$ cat src/rtl/unstripe_lane_scheduler_if.sv
// Lane-side and stream-side signals of the unstripe lane scheduler.
// The master drives lanes/enable; the slave (scheduler) drives the output stream and status.
interface unstripe_lane_scheduler_if #(
  parameter int unsigned DATA_W = 32
);
  logic              enable;
  logic [DATA_W-1:0] lane0;
  logic              valid_0;
  logic [DATA_W-1:0] lane1;
  logic              valid_1;
  logic [DATA_W-1:0] data_out;
  logic              valid_out;
  logic              lane_sel;
  logic              skew_err;
  logic              fifo_ovf;
  logic [1:0]        state;

  modport master (
    output enable, lane0, valid_0, lane1, valid_1,
    input  data_out, valid_out, lane_sel, skew_err, fifo_ovf, state
  );

  modport slave (
    input  enable, lane0, valid_0, lane1, valid_1,
    output data_out, valid_out, lane_sel, skew_err, fifo_ovf, state
  );
endinterface

$ cat src/rtl/unstripe_lane_scheduler.sv
// Two-lane receive scheduler: per-lane FIFOs, ALIGN-phase deskew, strict lane0/lane1
// alternating pop onto one registered word stream, with sticky skew/overflow flags.
module unstripe_lane_scheduler #(
  parameter int unsigned DATA_W     = 32,
  parameter int unsigned FIFO_DEPTH = 4,
  parameter int unsigned SKEW_MAX   = 3
) (
  input  logic                    clk_2f,
  input  logic                    reset,
  unstripe_lane_scheduler_if.slave bus
);
  localparam int unsigned AW = (FIFO_DEPTH > 1) ? $clog2(FIFO_DEPTH) : 1;
  localparam int unsigned CW = AW + 1;
  localparam int unsigned SW = (SKEW_MAX > 1) ? $clog2(SKEW_MAX + 1) : 1;

  typedef enum logic [1:0] {StIdle = 2'd0, StAlign = 2'd1, StRun = 2'd2, StDrain = 2'd3} st_e;

  st_e               st_q, st_d;
  logic              nxt_q, nxt_d;
  logic [SW-1:0]     skc_q, skc_d;
  logic              skew_err_q, skew_err_d;
  logic              fifo_ovf_q, fifo_ovf_d;
  logic              valid_out_q, valid_out_d;
  logic              lane_sel_q, lane_sel_d;
  logic [DATA_W-1:0] data_out_q, data_out_d;
  logic [DATA_W-1:0] mem_q [2][FIFO_DEPTH];
  logic [DATA_W-1:0] mem_d [2][FIFO_DEPTH];
  logic [AW-1:0]     wptr_q [2];
  logic [AW-1:0]     wptr_d [2];
  logic [AW-1:0]     rptr_q [2];
  logic [AW-1:0]     rptr_d [2];
  logic [CW-1:0]     cnt_q [2];
  logic [CW-1:0]     cnt_d [2];

  logic [DATA_W-1:0] din [2];
  logic [1:0]        vin, wr, wr_ok, pop, ne;
  logic              flush, ovf;

  assign din[0] = bus.lane0;
  assign din[1] = bus.lane1;
  assign vin    = {bus.valid_1, bus.valid_0};

  always_comb begin
    st_d        = st_q;
    nxt_d       = nxt_q;
    skc_d       = skc_q;
    skew_err_d  = skew_err_q;
    fifo_ovf_d  = fifo_ovf_q;
    valid_out_d = 1'b0;
    lane_sel_d  = lane_sel_q;
    data_out_d  = data_out_q;
    mem_d       = mem_q;
    wptr_d      = wptr_q;
    rptr_d      = rptr_q;
    cnt_d       = cnt_q;
    flush       = 1'b0;
    ovf         = 1'b0;
    pop         = 2'b00;
    wr          = 2'b00;
    wr_ok       = 2'b00;
    ne          = 2'b00;

    if ((st_q == StRun || st_q == StDrain) && cnt_q[nxt_q] != '0) pop[nxt_q] = 1'b1;

    for (int l = 0; l < 2; l++) begin
      ne[l]    = (cnt_q[l] != '0);
      wr[l]    = vin[l] && (st_q != StIdle);
      // A full FIFO accepts a write only when it is popped in the same cycle
      wr_ok[l] = wr[l] && ((cnt_q[l] != CW'(FIFO_DEPTH)) || pop[l]);
      if (wr[l] && !wr_ok[l]) ovf = 1'b1;
      if (wr_ok[l]) begin
        mem_d[l][wptr_q[l]] = din[l];
        wptr_d[l]           = wptr_q[l] + 1'b1;
      end
      if (pop[l]) rptr_d[l] = rptr_q[l] + 1'b1;
      cnt_d[l] = cnt_q[l] + CW'(wr_ok[l]) - CW'(pop[l]);
    end

    if (pop != 2'b00) begin
      data_out_d  = mem_q[nxt_q][rptr_q[nxt_q]];
      valid_out_d = 1'b1;
      lane_sel_d  = nxt_q;
      nxt_d       = ~nxt_q;
    end

    unique case (st_q)
      StIdle: begin
        if (bus.enable) st_d = StAlign;
      end
      StAlign: begin
        if (!bus.enable) begin
          st_d  = StIdle;
          flush = 1'b1;
          skc_d = '0;
        end else if (ne == 2'b11) begin
          st_d  = StRun;
          skc_d = '0;
          nxt_d = 1'b0;
        end else if (ne != 2'b00) begin
          if (skc_q == SW'(SKEW_MAX - 1)) begin
            skew_err_d = 1'b1;
            flush      = 1'b1;
            skc_d      = '0;
          end else begin
            skc_d = skc_q + 1'b1;
          end
        end else begin
          skc_d = '0;
        end
      end
      StRun: begin
        if (!bus.enable) st_d = StDrain;
      end
      StDrain: begin
        if (bus.enable) begin
          st_d = StRun;
        end else if (pop == 2'b00) begin
          // Lane in turn ran dry: the other lane's leftovers can never be paired
          flush = 1'b1;
          nxt_d = 1'b0;
          st_d  = StIdle;
        end
      end
    endcase

    if (ovf) begin
      fifo_ovf_d = 1'b1;
      flush      = 1'b1;
      nxt_d      = 1'b0;
      skc_d      = '0;
      st_d       = bus.enable ? StAlign : StIdle;
    end

    if (flush) begin
      for (int l = 0; l < 2; l++) begin
        wptr_d[l] = '0;
        rptr_d[l] = '0;
        cnt_d[l]  = '0;
      end
    end
  end

  always_ff @(posedge clk_2f or posedge reset) begin
    if (reset) begin
      st_q        <= StIdle;
      nxt_q       <= 1'b0;
      skc_q       <= '0;
      skew_err_q  <= 1'b0;
      fifo_ovf_q  <= 1'b0;
      valid_out_q <= 1'b0;
      lane_sel_q  <= 1'b0;
      data_out_q  <= '0;
      mem_q       <= '{default: '0};
      wptr_q      <= '{default: '0};
      rptr_q      <= '{default: '0};
      cnt_q       <= '{default: '0};
    end else begin
      st_q        <= st_d;
      nxt_q       <= nxt_d;
      skc_q       <= skc_d;
      skew_err_q  <= skew_err_d;
      fifo_ovf_q  <= fifo_ovf_d;
      valid_out_q <= valid_out_d;
      lane_sel_q  <= lane_sel_d;
      data_out_q  <= data_out_d;
      mem_q       <= mem_d;
      wptr_q      <= wptr_d;
      rptr_q      <= rptr_d;
      cnt_q       <= cnt_d;
    end
  end

  assign bus.data_out  = data_out_q;
  assign bus.valid_out = valid_out_q;
  assign bus.lane_sel  = lane_sel_q;
  assign bus.skew_err  = skew_err_q;
  assign bus.fifo_ovf  = fifo_ovf_q;
  assign bus.state     = st_q;
endmodule
$ cat src/flat_wrapper.sv
// flat-port wrapper written by rule: the top's interface ports become plain ports
module unstripe_lane_scheduler_flat 
#(
  parameter int unsigned DATA_W     = 32,
  parameter int unsigned FIFO_DEPTH = 4,
  parameter int unsigned SKEW_MAX   = 3
)
  (clk_2f, reset, bus_enable, bus_lane0, bus_valid_0, bus_lane1, bus_valid_1, bus_data_out, bus_valid_out, bus_lane_sel, bus_skew_err, bus_fifo_ovf, bus_state);
  unstripe_lane_scheduler_if #(.DATA_W(DATA_W)) bus_i ();
  input  logic clk_2f;
  input  logic reset;
  input wire logic [$bits(bus_i.enable)-1:0] bus_enable;
  input wire logic [$bits(bus_i.lane0)-1:0] bus_lane0;
  input wire logic [$bits(bus_i.valid_0)-1:0] bus_valid_0;
  input wire logic [$bits(bus_i.lane1)-1:0] bus_lane1;
  input wire logic [$bits(bus_i.valid_1)-1:0] bus_valid_1;
  output wire logic [$bits(bus_i.data_out)-1:0] bus_data_out;
  output wire logic [$bits(bus_i.valid_out)-1:0] bus_valid_out;
  output wire logic [$bits(bus_i.lane_sel)-1:0] bus_lane_sel;
  output wire logic [$bits(bus_i.skew_err)-1:0] bus_skew_err;
  output wire logic [$bits(bus_i.fifo_ovf)-1:0] bus_fifo_ovf;
  output wire logic [$bits(bus_i.state)-1:0] bus_state;
  assign bus_i.enable = bus_enable;
  assign bus_i.lane0 = bus_lane0;
  assign bus_i.valid_0 = bus_valid_0;
  assign bus_i.lane1 = bus_lane1;
  assign bus_i.valid_1 = bus_valid_1;
  assign bus_data_out = bus_i.data_out;
  assign bus_valid_out = bus_i.valid_out;
  assign bus_lane_sel = bus_i.lane_sel;
  assign bus_skew_err = bus_i.skew_err;
  assign bus_fifo_ovf = bus_i.fifo_ovf;
  assign bus_state = bus_i.state;
  unstripe_lane_scheduler #(.DATA_W(DATA_W), .FIFO_DEPTH(FIFO_DEPTH), .SKEW_MAX(SKEW_MAX)) u_core (.clk_2f(clk_2f), .reset(reset), .bus(bus_i));
endmodule
$ cat config.mk
export PLATFORM = sky130hd
export DESIGN_NAME = unstripe_lane_scheduler_flat
export DESIGN_NICKNAME = d
export VERILOG_FILES = /design/src/rtl/unstripe_lane_scheduler_if.sv /design/src/rtl/unstripe_lane_scheduler.sv /design/src/flat_wrapper.sv
export SDC_FILE = /design/constraint.sdc
export NUM_CORES = 1
export LEC_CHECK = 0
export CAP_MARGIN = 20
export CORE_ASPECT_RATIO = 0.9
export CORE_MARGIN = 4
export CORE_UTILIZATION = 53
export DETAILED_ROUTE_END_ITERATION = 7
export PLACE_DENSITY_LB_ADDON = 0.2
export SLEW_MARGIN = 15
export SYNTH_ARGS = -nofsm -noshare
export SYNTH_HDL_FRONTEND = slang
export SYNTH_SLANG_ARGS = --single-unit
$ cat constraint.sdc
create_clock -name clk_2f -period 11.74 [get_ports clk_2f]
set_clock_uncertainty 0.15 [all_clocks]
set_input_delay 2.348 -clock clk_2f [delete_from_list [all_inputs] [get_ports clk_2f]]
set_output_delay 2.348 -clock clk_2f [all_outputs]
set_load 0.05 [all_outputs]
==> results.toml <==
[status]
outcome = "finished clean"

[timing]
hold_ws_ns = 0.334
slew_headroom_pct = 31.6
max_freq_mhz = 224
hold_viol = 0
min_period_ns = 4.46
tightest_slew_ns = 1.03
fin_crit_sh_pct = 38.0
drv_slew = 0
rsz0062_at_grt = "false"
setup_tns_ns = 0
fin_ws_ns = 7.28
setup_violations = 0

[grt]
grt_pass1_wl_um = 49300
grt_max_degree = 179
antenna_found_initial = 0
globalRoute.totalOverflow = 0
first_global_vias = 8593
groute.usage.overall_pct = 20.4

[routing]
dr.pass1.iters = 4
route.met2.wl_um = 14300
wl_met3_um = 1420
avgViaCountPerCell = 5.62
drt-met1-wl_um = 14500
ant_nets = 0
wl_per_cell_um = 21.4
drc = 0
vias = 8109
routed.top_layer = "met4"
drtIter0Drc = 433
drt-total-wl_um = 30800

[worst_setup_path]
r2r_end = "u_core.cnt_q[5]"
crit_path_start_kind = "flop"
reg2reg_from = "u_core.cnt_q[1]"
crit_chain = "clkdlybuf4s50_1"
cp_max_fo = 12
cp_slowest_cell = "clkdlybuf4s50_1"
reg2reg_depth = 11
cp.arrival_ns = 1.97
required_ns = 9.24
path_buf_inv = 1
critPathCapture = "bus_state[1]"
path_delay_family = "buffers and inverters"
critical_path_class = "reg2out"
cp_slowest_stage_delay_ns = 0.88
crit_path_end_kind = "output port"
cp.depth = 1
cp-startpoint = "u_core.bus.state[1]"
r2r_setup_slack_ns = 8.10

[final_layout]
final_common_cell = "dfrtp_1"
layout_common_cells = "dfrtp_1 (309), mux2_1 (136), mux2_4 (120)"
fin_util_pct = 62.0
nets = 1148
drive_gt1_share_pct = 22.0
antennaDiodeCount = 0
n_fill_cell = 2055
area_delta_synth_final_pct = 14.8

[place]
hpwlAfterDp_um = 18700
port_buffers = 106
pre_cts_ws_ns = 6.94
place_congestion = 0.779

[cts]
cts_root_buf = "clkbuf_16"
clkSinkCount = 311
cts_resized = 0
htreeDepth = 2
clock_tree.buffer_depth = 3
cts.clk_slew.worst_paths_ns = 0.06
cts_buffers = 35
cts_hold_buf = 0
cts_tree = "done"
clock_latency_ns = 0.50
postCtsSetupRepairBufs = 0

[synthesis]
syn_area_um2 = 14700
synth_top_area_share_pct = 53.1
avgSynthCellArea_um2 = 15.1
ys_warn_count = 0
syn_nets = 1057
seq_area_frac_synth_pct = 53.1
synth.distinct_cells = 45
ys.flop_type = "dfrtp_1"
synth_area_leader_cell = "dfrtp_1"
ys_ff_latch = 311
syn_inst = 971
synth_edf_count = 0
synthTopCellsByArea = "dfrtp_1 (53%), mux2_4 (12%), mux2_1 (10%)"
synthArstFlopShare_pct = 100

[power_and_ir_drop]
combPwrFrac_pct = 36.2
intPower_mw = 3.03
p_leak_nw = 7.69
seq_power_share_pct = 39.9
p_sw_mw = 1.53
swShare_pct = 33.6
pwr-share-clk_pct = 23.9
p_per_area_nw_per_um2 = 271
peakVddDrop_uv = 119

[floorplan]
start_util_pct = 54.1
dieArea_um2 = 30400
fp.dieW_um = 183
pin_count = 107
rows = 57
die_y_um = 166
coreArea_um2 = 27100

[run]
max_cap_viol_count = 0

[worst_hold_path]
hp-class = "reg2reg"
[synthesized netlist by cell type (10+ instances only)]
cell	n
dfrtp_1	311
mux2_1	136
mux2_4	120
nor2_1	53
a21oi_1	44
mux2i_1	44
mux4_2	33
nand2_1	27
a211oi_1	22
o2bb2ai_1	22
inv_1	19
clkbuf_1	18
ha_1	15
buf_2	13
buf_8	13
buf_12	12
o22ai_1	10
[layout make-up]
cell class                 instances  area [um^2]  share of cell area (%)
clock inverter                    10          103                   0.610
inverter                          19         78.8                   0.469
sequential                       311         7780                    46.3
timing repair buffer             114         1130                    6.74
clock buffer                      53         1060                    6.28
multi-input combinational        581         6220                    37.0
tap                              354          443                    2.63
[logic make-up after synthesis]
logic type | Yosys count | synth area share, %
muxes | 334 | 30.9
DFF | 311 | 53.1
and+or+nand+nor | 110 | 4.24
adders and majority gates | 17 | 1.55
xor gates and xnor gates | 11 | 0.658
buffers and inverters | 79 | 4.54
AOI/OAI and AO/OA | 109 | 4.96
[per-layer routing]
metal	up-vias	global-route usage, %
met3	37	3.55
met5	-	0
met2	139	31.8
met1	4239	30.4
met4	0	4.47
li1	3694	-
[how the worst min path moves through the flow]
stage	startpoint	endpoint	slack [ns]	depth (start not counted)
floorplan	u_core.mem_q[100]	u_core.mem_q[100]	0.31	1
global placement	u_core.mem_q[191]	u_core.mem_q[191]	0.32	1
detailed placement	u_core.mem_q[191]	u_core.mem_q[191]	0.33	1
CTS	u_core.mem_q[191]	u_core.mem_q[191]	0.34	1
global route	u_core.mem_q[26]	u_core.mem_q[26]	0.35	1
finish	u_core.mem_q[98]	u_core.mem_q[98]	0.33	1
[per-stage QoR]
step,power (mW),area [um^2],cells
2_1_floorplan,3.07,14700,971
3_3_place_gp,3.44,15700,1379
3_5_place_dp,3.49,15700,1379
4_1_cts,4.60,16800,1442
5_1_grt,4.81,16800,1442
6_report,4.56,16800,1442
[sequential cells by signal, indices dropped and copies added, names as in the netlist]
register,cells
u_core.mem_q,256
u_core.bus.fifo_ovf,1
u_core.bus.skew_err,1
u_core.bus.state,2
u_core.rptr_q,4
u_core.skc_q,2
u_core.wptr_q,4
u_core.cnt_q,6
u_core.bus.data_out,32
u_core.nxt_q,1
u_core.bus.valid_out,1
u_core.bus.lane_sel,1
[power by group through the flow]
stage / logic, mW / registers, mW / clock network [mW]
after global placement: 1.63 / 1.81 / 0
after detailed placement: 1.66 / 1.83 / 0
after floorplan: 1.10 / 1.97 / 0
after CTS: 1.67 / 1.82 / 1.11
after global routing: 1.77 / 1.88 / 1.16
final: 1.65 / 1.82 / 1.09
Note: power is estimated with default switching activity, not from simulation.
